### config.mk
export PLATFORM = sky130hd
export DESIGN_NAME = pixel_rx
export DESIGN_NICKNAME = d
export VERILOG_FILES = /design/src/rtl/pixel_rx_pkg.sv /design/src/rtl/pixel_rx_byte.sv /design/src/rtl/pixel_rx.sv
export SDC_FILE = /design/constraint.sdc
export NUM_CORES = 1
export LEC_CHECK = 0
export ABC_AREA = 1
export CORE_ASPECT_RATIO = 1.5
export CORE_MARGIN = 2
export CORE_UTILIZATION = 37
export DETAILED_ROUTE_END_ITERATION = 7
export HOLD_SLACK_MARGIN = 0.05
export PLACE_DENSITY_LB_ADDON = 0.12
export RECOVER_POWER = 50
export REMOVE_ABC_BUFFERS = 1
export SLEW_MARGIN = 15
export SYNTH_ARGS = -nofsm -noshare
export SYNTH_HDL_FRONTEND = slang
export SYNTH_SLANG_ARGS = --single-unit
### constraint.sdc
create_clock -name clock -period 1.65 [get_ports clock]
set_input_delay 0.2475 -clock clock [delete_from_list [all_inputs] [get_ports clock]]
set_output_delay 0.2475 -clock clock [all_outputs]
set_load 0.01 [all_outputs]
### src/rtl/pixel_rx_pkg.sv
// pixel_rx_pkg
// Shared definitions for the pixel receiver: the per-byte receive state
// enumeration, the 8N1 frame constants and a small shift helper.
package pixel_rx_pkg;

  typedef enum logic [1:0] {
    ST_IDLE  = 2'd0,
    ST_START = 2'd1,
    ST_DATA  = 2'd2,
    ST_STOP  = 2'd3
  } rx_state_e;

  localparam int unsigned DATA_BITS = 8;
  localparam int unsigned STOP_BITS = 1;

  // Serial data arrives LSB first: each new bit enters at the MSB end and
  // after eight shifts the first bit received sits in bit 0.
  function automatic logic [7:0] shift_in_lsb_first(input logic [7:0] cur,
                                                    input logic       bit_in);
    return {bit_in, cur[7:1]};
  endfunction

endpackage

### src/rtl/pixel_rx_byte.sv
// uart_rx_byte
// Receives one 8N1 byte from an already synchronized serial line.
// Ports:
//   clock       system clock (rising edge)
//   reset_n     synchronous active-low reset
//   rx_sync     synchronized serial line, idles high
//   byte_out    last shifted-in byte (complete when byte_valid is high)
//   byte_valid  combinational strobe: stop sample was high this cycle
//   frame_err   combinational strobe: stop sample was low this cycle
//   active      registered, high while a frame is in progress
module uart_rx_byte
  import pixel_rx_pkg::*;
#(
  parameter int CLKS_PER_BIT = 2604
) (
  input  logic       clock,
  input  logic       reset_n,
  input  logic       rx_sync,
  output logic [7:0] byte_out,
  output logic       byte_valid,
  output logic       frame_err,
  output logic       active
);

  localparam int CW = $clog2(CLKS_PER_BIT);
  // Timer counts down to zero; a sample is taken in the cycle it reads zero.
  localparam logic [CW-1:0] HALF_RELOAD = CW'(CLKS_PER_BIT / 2 - 1);
  localparam logic [CW-1:0] FULL_RELOAD = CW'(CLKS_PER_BIT - 1);
  localparam logic [CW-1:0] TMR_ZERO    = {CW{1'b0}};
  localparam logic [2:0]    LAST_DATA   = 3'(DATA_BITS - 1);
  localparam logic [2:0]    LAST_STOP   = 3'(STOP_BITS - 1);

  rx_state_e     state_q, state_d;
  logic [CW-1:0] tmr_q, tmr_d;
  logic [2:0]    bit_q, bit_d;
  logic [7:0]    shreg_q, shreg_d;
  logic          rx_prev_q;
  logic          active_q, active_d;
  logic          sample_s;
  logic          valid_s;
  logic          ferr_s;

  assign sample_s = (tmr_q == TMR_ZERO);

  // Next-state, timer reload, bit counting and byte strobes.
  always_comb begin
    state_d = state_q;
    tmr_d   = tmr_q;
    bit_d   = bit_q;
    shreg_d = shreg_q;
    valid_s = 1'b0;
    ferr_s  = 1'b0;
    case (state_q)
      ST_IDLE: begin
        // Edge detection on the previous sample means a line stuck low after
        // a framing error cannot restart until it has been seen high again.
        if (rx_prev_q && !rx_sync) begin
          state_d = ST_START;
          tmr_d   = HALF_RELOAD;
          bit_d   = 3'd0;
        end else begin
          state_d = ST_IDLE;
        end
      end
      ST_START: begin
        if (sample_s) begin
          if (rx_sync) begin
            state_d = ST_IDLE;        // glitch: nothing reported
            tmr_d   = TMR_ZERO;
          end else begin
            state_d = ST_DATA;
            tmr_d   = FULL_RELOAD;
          end
        end else begin
          tmr_d = tmr_q - {{(CW-1){1'b0}}, 1'b1};
        end
      end
      ST_DATA: begin
        if (sample_s) begin
          shreg_d = shift_in_lsb_first(shreg_q, rx_sync);
          tmr_d   = FULL_RELOAD;
          if (bit_q == LAST_DATA) begin
            state_d = ST_STOP;
            bit_d   = 3'd0;
          end else begin
            bit_d = bit_q + 3'd1;
          end
        end else begin
          tmr_d = tmr_q - {{(CW-1){1'b0}}, 1'b1};
        end
      end
      ST_STOP: begin
        if (sample_s) begin
          if (!rx_sync) begin
            ferr_s  = 1'b1;
            state_d = ST_IDLE;
            tmr_d   = TMR_ZERO;
            bit_d   = 3'd0;
          end else if (bit_q == LAST_STOP) begin
            valid_s = 1'b1;
            state_d = ST_IDLE;
            tmr_d   = TMR_ZERO;
            bit_d   = 3'd0;
          end else begin
            bit_d = bit_q + 3'd1;
            tmr_d = FULL_RELOAD;
          end
        end else begin
          tmr_d = tmr_q - {{(CW-1){1'b0}}, 1'b1};
        end
      end
      default: begin
        state_d = ST_IDLE;
        tmr_d   = TMR_ZERO;
        bit_d   = 3'd0;
      end
    endcase
    active_d = (state_d != ST_IDLE);
  end

  // State, counters, shift register and edge-detect history.
  always_ff @(posedge clock) begin
    if (!reset_n) begin
      state_q   <= ST_IDLE;
      tmr_q     <= TMR_ZERO;
      bit_q     <= 3'd0;
      shreg_q   <= 8'd0;
      rx_prev_q <= 1'b1;
      active_q  <= 1'b0;
    end else begin
      state_q   <= state_d;
      tmr_q     <= tmr_d;
      bit_q     <= bit_d;
      shreg_q   <= shreg_d;
      rx_prev_q <= rx_sync;
      active_q  <= active_d;
    end
  end

  assign byte_out   = shreg_q;
  assign byte_valid = valid_s;
  assign frame_err  = ferr_s;
  assign active     = active_q;

endmodule

### src/rtl/pixel_rx.sv
// pixel_rx
// Receives BPP consecutive 8N1 bytes and presents them as one pixel word,
// first byte in the least significant lane.
// Ports:
//   clock        system clock (rising edge)
//   reset_n      synchronous active-low reset
//   data_rx      asynchronous serial input, idles high
//   data_out     last complete pixel (held between done pulses)
//   done_flag    one-cycle pulse when data_out updates
//   active_flag  high while a byte frame is in progress
//   error_flag   one-cycle pulse on a framing error
module pixel_rx
  import pixel_rx_pkg::*;
#(
  parameter int BPP          = 3,
  parameter int SZ           = 8 * BPP,
  parameter int CLKS_PER_BIT = 2604
) (
  input  logic          clock,
  input  logic          reset_n,
  input  logic          data_rx,
  output logic [SZ-1:0] data_out,
  output logic          done_flag,
  output logic          active_flag,
  output logic          error_flag
);

  localparam int BCW = (BPP > 1) ? $clog2(BPP) : 1;
  localparam logic [BCW-1:0] LAST_LANE = BCW'(BPP - 1);

  logic           sync1_q, sync2_q;
  logic [BCW-1:0] byte_cnt_q, byte_cnt_d;
  logic [SZ-1:0]  pix_q, pix_d;
  logic [SZ-1:0]  data_q, data_d;
  logic           done_q, done_d;
  logic           err_q, err_d;
  logic [7:0]     byte_s;
  logic           byte_valid_s;
  logic           frame_err_s;
  logic           active_s;

  uart_rx_byte #(
    .CLKS_PER_BIT(CLKS_PER_BIT)
  ) u_byte (
    .clock     (clock),
    .reset_n   (reset_n),
    .rx_sync   (sync2_q),
    .byte_out  (byte_s),
    .byte_valid(byte_valid_s),
    .frame_err (frame_err_s),
    .active    (active_s)
  );

  // Pixel assembly: place each byte in its lane, publish on the last lane.
  always_comb begin
    byte_cnt_d = byte_cnt_q;
    pix_d      = pix_q;
    data_d     = data_q;
    done_d     = 1'b0;
    err_d      = 1'b0;
    if (frame_err_s) begin
      byte_cnt_d = {BCW{1'b0}};
      pix_d      = {SZ{1'b0}};
      err_d      = 1'b1;
    end else if (byte_valid_s) begin
      for (int i = 0; i < BPP; i++) begin
        if (byte_cnt_q == BCW'(i)) begin
          pix_d[8*i +: 8] = byte_s;
        end else begin
          pix_d[8*i +: 8] = pix_q[8*i +: 8];
        end
      end
      if (byte_cnt_q == LAST_LANE) begin
        data_d     = pix_d;
        done_d     = 1'b1;
        byte_cnt_d = {BCW{1'b0}};
      end else begin
        byte_cnt_d = byte_cnt_q + {{(BCW-1){1'b0}}, 1'b1};
      end
    end else begin
      byte_cnt_d = byte_cnt_q;
    end
  end

  // Input synchronizer, byte counter, partial pixel and output registers.
  always_ff @(posedge clock) begin
    if (!reset_n) begin
      sync1_q    <= 1'b1;
      sync2_q    <= 1'b1;
      byte_cnt_q <= {BCW{1'b0}};
      pix_q      <= {SZ{1'b0}};
      data_q     <= {SZ{1'b0}};
      done_q     <= 1'b0;
      err_q      <= 1'b0;
    end else begin
      sync1_q    <= data_rx;
      sync2_q    <= sync1_q;
      byte_cnt_q <= byte_cnt_d;
      pix_q      <= pix_d;
      data_q     <= data_d;
      done_q     <= done_d;
      err_q      <= err_d;
    end
  end

  assign data_out    = data_q;
  assign done_flag   = done_q;
  assign error_flag  = err_q;
  assign active_flag = active_s;

endmodule

==> reports/metrics.cfg, run 1 <==
[cts]
root_buffer = clkbuf_16
clk_pin_slew_ps = 60
hold_buffers = 0
clock_latency_ps = 340
cts.sinks = 73
cts_max_path_buffers = 2
cts_tree = built
numCtsBuffers = 9
h-tree-depth = 3

[global_route]
grt_max_degree = 24
use_met2_pct = 32.9
grtUsageTotal_pct = 18.1
met3_usage_pct = 4.29
globalRoute.totalOverflow = 0
grt_first_pass_wirelength_um = 13500
grt.busiest_layer = met2
antenna_found_initial = 0
grt_pass1_vias = 3057
grt_util_met1_pct = 19.1

[drt]
ant_nets = 0
first_iter_violations = 88
drt_pre_antenna_iters = 4
vias = 3091
wirelength_um = 8290
drc = 0
wl_per_cell_um = 12.3
vias_per_cell = 4.59

[timing]
slew_viol_final = 0
fmax_mhz = 601
worst_slack_ps = -13.2
maxSlewHeadroom_pct = 69.2
final_hold_viol_count = 0
fin_setup_tns_ps = -13.2
min_period_ps = 1660
rsz0062_at_grt = true
hold_ws_ps = 432
tightest_slew_ps = 461
skew_ps = 6.74
final-setup-viol-count = 1
period_share_pct = 101

[yosys]
synthesis.area_um2 = 3300
synth_edf_count = 0
synth_top_flop_cell = dfxtp_1
yosys_register_bits = 73
avgSynthCellArea_um2 = 6.75
yosysSeqAreaShare_pct = 44.3
synth-async-reset-ratio_pct = 0
syn_inst = 489
yosysUniqueCellTypes = 26
synth_warnings = 0

[setup_path]
required_ps = 1910
arrival_ps = 1920
start_kind = flop
path_max_fanout = 6
cp-end-kind = flop
critPathKind = flop to flop

[outcome]
violations = setup timing
status = finished, violations left

[placed_design]
routabilityCongestion = 0.832
dp_hpwl_um = 5720
io_buffers = 29

[die]
fp-row-count = 42
fp.dieW_um = 81.1
die_h_um = 120
die_area_um2 = 9710
io_pins = 30
core_um2 = 8720
initial_core_util_pct = 37.8

[power_and_ir_drop]
p_leak_uw = 0.00216
ir_drop_mv = 0.838
power_density_nw_per_um2 = 1160

[worst_hold_path]
hold_path_class = flop to flop

[run]
cap_viol_max_count = 0

[layout]
synthToLayoutAreaGrowth_pct = 34.7
antenna_cells = 0
final_nets = 565
drive_above_1_share_pct = 17.8
postLayoutCoreUtil_pct = 51.0

[worst paths after layout]
| path | to | cells after the start | startpoint | slack, ps |
|---|---|---|---|---|
| min | sync2_q | 1 | sync1_q | 430 |
| max reg2reg | byte_cnt_q[0] | 11 | u_byte.tmr_q[1] | -10 |
| max | byte_cnt_q[0] | 11 | u_byte.tmr_q[1] | -10 |
| min reg2reg | sync2_q | 1 | sync1_q | 430 |
[repair_timing]
item / 4_1_cts / 5_1_grt
setup buffers: 1 / 4
pin swaps: 1 / 9
setup endpoints to repair: 28 / 63
gates resized for setup: 1 / 47
gates cloned: 0 / 3
[kinds of logic (layout without fill, tap and decap cells)]
kind of cell    after synthesis  in the layout  synth area share [%]
simple gates                243            243                  29.9
fa+ha+maj                     4              4                  1.52
compound gates               83             83                  12.6
buf+inv                      82            156                  10.7
flops                        73             73                  44.3
xor+xnor                      4              4                  1.06
[area by class of cell]
cell class	instances	area [µm²]
Sequential cell	73	1470
Clock inverter	3	15.0
Fill cell	912	4280
Timing Repair Buffer	76	737
Inverter	64	240
Tap cell	110	138
Multi-Input combinational cell	334	1590
Clock buffer	13	260
[power breakdown]
group / switching [µW] / total (µW) / internal [µW]
Combinational: 809 / 1440 / 632
Sequential: 59.8 / 1910 / 1850
Clock: 712 / 1800 / 1090
Total: 1580 / 5160 / 3580
[stage by stage]
step,setup WS [ps],area (µm²),instances,total power (µW)
6_report,-13.2,4450,673,5160
5_1_grt,-109,4450,673,5470
4_1_cts,11.8,4230,666,5050
2_1_floorplan,-541,3190,471,2750
3_5_place_dp,-75.1,3950,649,3170
3_3_place_gp,-20.0,3950,649,3160
[metal layers]
metal	routed length, µm	up-vias
li1	-	1646
met2	4540	37
met3	207	12
met4	201	0
met5	0	-
met1	3340	1396
[flip-flops by register name, indices dropped and copies added, names as in the netlist]
| register | cells |
|---|---|
| u_byte.bit_q | 3 |
| sync1_q | 1 |
| u_byte.byte_out | 8 |
| u_byte.state_q | 2 |
| pix_q | 16 |
| u_byte.tmr_q | 12 |
| error_flag | 1 |
| u_byte.rx_prev_q | 1 |
| sync2_q | 1 |
| data_out | 24 |
| byte_cnt_q | 2 |
| u_byte.active | 1 |
| done_flag | 1 |
[cells in the mapped netlist, types with 2 or more instances]
| cell | instances | share of area (%) |
|---|---|---|
| o21ai_1 | 5 | 0.76 |
| or2_2 | 3 | 0.57 |
| ha_1 | 4 | 1.5 |
| inv_1 | 60 | 6.8 |
| dfxtp_1 | 73 | 44 |
| xor2_1 | 3 | 0.80 |
| nand4_1 | 2 | 0.38 |
| nand3_1 | 14 | 2.1 |
| o21ai_0 | 45 | 6.8 |
| buf_2 | 5 | 0.76 |
| clkbuf_1 | 7 | 0.80 |
| inv_2 | 3 | 0.34 |
| a21oi_1 | 33 | 5.0 |
| nor2_1 | 87 | 9.9 |
| nor2_2 | 2 | 0.38 |
| buf_6 | 5 | 1.7 |
| nand2_1 | 129 | 15 |
[critical path, cell delays in order (launching register included)]
cell,delay (ps)
dfxtp_2,320
inv_2,60
ha_4,150
nand2_4,60
nor2_4,130
buf_4,130
nand2_4,60
buf_6,150
nor3_4,170
buf_4,170
nand2_1,50
a21oi_1,140
[layout by cell type, fill, tap and decap left out, types with 2 or more instances in the layout]
| cell | n |
|---|---|
| buf_12 | 4 |
| dlygate4sd3_1 | 18 |
| clkinv_2 | 3 |
| buf_4 | 35 |
| o21ai_0 | 35 |
| o21ai_2 | 2 |
| nor2_1 | 81 |
| or2_2 | 3 |
| dfxtp_1 | 70 |
| clkbuf_16 | 11 |
| ha_4 | 2 |
| nand2_1 | 120 |
| xor2_1 | 3 |
| nand2_2 | 7 |
| dfxtp_2 | 3 |
| inv_2 | 6 |
| o21ai_1 | 13 |
| nor2_2 | 6 |
| nand3_2 | 2 |
| a21oi_1 | 32 |
| clkdlybuf4s50_1 | 11 |
| nand4_1 | 2 |
| nand2_4 | 4 |
| clkbuf_1 | 3 |
| nand3_1 | 13 |
| inv_1 | 57 |
| buf_6 | 4 |
| clkbuf_8 | 2 |
| ha_1 | 2 |
| nor2_4 | 3 |
(Power assumes the default switching activity.)
==> run 2: changes to the inputs <==
--- a/config.mk
+++ b/config.mk
@@ -6,14 +6,12 @@
 export NUM_CORES = 1
 export LEC_CHECK = 0
 export ABC_AREA = 1
-export CORE_ASPECT_RATIO = 1.5
 export CORE_MARGIN = 2
 export CORE_UTILIZATION = 37
 export DETAILED_ROUTE_END_ITERATION = 7
 export HOLD_SLACK_MARGIN = 0.05
 export PLACE_DENSITY_LB_ADDON = 0.12
 export RECOVER_POWER = 50
-export REMOVE_ABC_BUFFERS = 1
 export SLEW_MARGIN = 15
 export SYNTH_ARGS = -nofsm -noshare
 export SYNTH_HDL_FRONTEND = slang
==> constraint.sdc (replaced) <==
create_clock -name clock -period 1.85 [get_ports clock]
set_input_delay 0.2775 -clock clock [delete_from_list [all_inputs] [get_ports clock]]
set_output_delay 0.2775 -clock clock [all_outputs]
set_load 0.01 [all_outputs]
==> run 2 against run 1 <==
Compared with the run above:
- the flow now finishes without violations
- wire length decreased by 10%
- hold slack worse by 17 ps
- die area fell by 0.15%
- clock skew increased by 7.4 ps
- utilization fell by 4.2 points
- final area decreased by 8.8%
- highest routed layer unchanged
==> reports/metrics.cfg, run 2 (synthesis results as in run 1) <==
[outcome]
status = finished, final reports clean

[layout]
drive_above_1_share_pct = 9.70  ; -8.1 points
antenna_cells = 0  ; unchanged
layout_commonest_cell = nand2_1
largest_register_ffs = 24  ; unchanged
postLayoutCoreUtil_pct = 46.7  ; -4.2 points
most-common-layout-cells = 128 x nand2_1, 87 x nor2_1, 73 x dfxtp_1, 59 x inv_1, 43 x o21ai_0
synthToLayoutAreaGrowth_pct = 22.9
nFillCells = 920  ; +0.88%
final_nets = 538  ; -4.8%

[timing]
skew_ps = 14.1  ; +7.38 ps
worst_slack_ps = 149  ; +162 ps
min_period_ps = 1700  ; +38.3 ps
period_share_pct = 92.0  ; -8.8 points
rsz0062_at_grt = true
slew_viol_final = 0  ; unchanged
fmax_mhz = 588  ; -2.3%
tightest_slew_ps = 727  ; +266 ps
final_hold_viol_count = 0  ; unchanged
maxSlewHeadroom_pct = 51.5  ; -18 points
final-setup-viol-count = 0  ; -1
fin_setup_tns_ps = 0  ; +13.2 ps

[cts]
cts_tree = built
cts_max_path_buffers = 2  ; unchanged
clock_latency_ps = 350  ; about the same
hold_buffers = 0  ; unchanged
h-tree-depth = 3  ; unchanged
clk_pin_slew_ps = 80  ; +20 ps
numCtsBuffers = 9  ; unchanged
cts.sinks = 73  ; unchanged
root_buffer = clkbuf_8

[global_route]
grtUsageTotal_pct = 16.4  ; -1.6 points
antenna_found_initial = 0  ; unchanged
use_met2_pct = 24.4  ; -8.4 points
grt_util_met1_pct = 23.4  ; +4.3 points
grt_first_pass_wirelength_um = 13000  ; -3.5%
grt_pass1_vias = 2790  ; -8.7%
globalRoute.totalOverflow = 0  ; unchanged
grt_max_degree = 40  ; +67%
grt.busiest_layer = met2
met3_usage_pct = 3.55  ; -0.74 points

[setup_path]
path_max_fanout = 8  ; +2
worst_r2r_path_depth = 9  ; -2
rr_endpoint = data_out[6]
start_kind = flop
cp-end-kind = flop
required_ps = 2120  ; +210 ps
crit_chain = inv_1, ha_1, nand2_1, nor2_4, nand4_1, nor2_2, buf_4, o21ai_0, nor2_1
crit_path_end = data_out[6]
crit_path_start = u_byte.tmr_q[0]
arrival_ps = 1980  ; +60 ps
ff2ff_setup_slack_ps = 150  ; +160 ps
cpPeakStageDelay_ps = 310  ; about the same
r2r_start = u_byte.tmr_q[0]
critPathKind = flop to flop
cp_slowest_cell = dfxtp_1

[drt]
ant_nets = 0  ; unchanged
drc = 0  ; unchanged
wirelength_um = 7440  ; -10%
drt_pre_antenna_iters = 4  ; unchanged
wl_per_cell_um = 11.6  ; -6.3%
vias = 2948  ; -4.6%
first_iter_violations = 122  ; +39%
vias_per_cell = 4.58  ; -0.33%

[placed_design]
dp_hpwl_um = 5210  ; -8.9%
routabilityCongestion = 0.786  ; -5.6%
io_buffers = 29  ; unchanged
place_ws_ps = -22.8  ; +52.3 ps

[die]
io_pins = 30  ; unchanged
die_h_um = 98.5  ; -18%
initial_core_util_pct = 38.0  ; +0.20 points
fp-row-count = 34  ; -19%
fp.dieW_um = 98.5  ; +21%
die_area_um2 = 9690  ; -0.15%
core_um2 = 8680  ; -0.52%

[power_and_ir_drop]
power_density_nw_per_um2 = 1080  ; -6.5%
p_leak_uw = 0.00192  ; -11%
ir_drop_mv = 0.460  ; -45%
p_total_uw = 4400  ; -15%

[worst_hold_path]
hold_path_class = flop to flop

[run]
cap_viol_max_count = 0  ; unchanged

[yosys]
synth_nets = 496

run 2: timing repair:
action / in CTS / in global routing
gates resized for setup: 0 / 6
endpoints found under the setup margin: 8 / 44
buffers inserted: 1 / 1
pin swaps: 0 / 1
hold endpoints to repair: 0 / 0
run 2: how the worst min path moves through the flow:
| stage | cells after the start | startpoint | slack, ps | to |
|---|---|---|---|---|
| CTS | 1 | sync1_q | 420 | sync2_q |
| global route | 1 | sync1_q | 430 | sync2_q |
| global placement | 1 | sync1_q | 400 | sync2_q |
| finish | 1 | sync1_q | 420 | sync2_q |
| detailed placement | 1 | sync1_q | 400 | sync2_q |
| floorplan | 1 | data_rx | 380 | sync1_q |
run 2: area by class of cell:
class | instances | area (µm²) | area share [%]
Clock buffer | 9 | 124 | 3.05
Clock inverter | 7 | 143 | 3.52
Inverter | 64 | 240 | 5.92
Multi-Input combinational cell | 334 | 1500 | 37.0
Sequential cell | 73 | 1460 | 36.0
Tap cell | 108 | 135 | 3.33
Timing Repair Buffer | 49 | 450 | 11.1
run 2: layer usage:
metal	up-vias	part of all wire, %
li1	1591	-
met1	1296	54
met2	53	40
met3	8	4.2
met4	0	1.1
met5	-	0
run 2: through the flow:
stage	std cells	area [µm²]	hold slack, ps
after floorplan	489	3300	384
after global placement	626	3770	398
after detailed placement	626	3770	400
after CTS	643	4050	420
after global routing	644	4060	434
final	644	4060	415
run 2: worst max-delay path, delay by kind of cell (launching register included):
| family | cells | cell delay [ps] |
|---|---|---|
| AOI/OAI and AO/OA | 1 | 80 |
| adders and majority gates | 1 | 170 |
| buffers and inverters | 2 | 270 |
| DFF | 1 | 310 |
| and+or+nand+nor | 5 | 800 |
run 2: where the power goes:
group / switching [µW] / leakage [µW] / internal [µW] / total (µW)
clock: 629 / 0.000133 / 1030 / 1660
combinational: 628 / 0.00120 / 392 / 1020
sequential: 68.9 / 0.000590 / 1650 / 1720
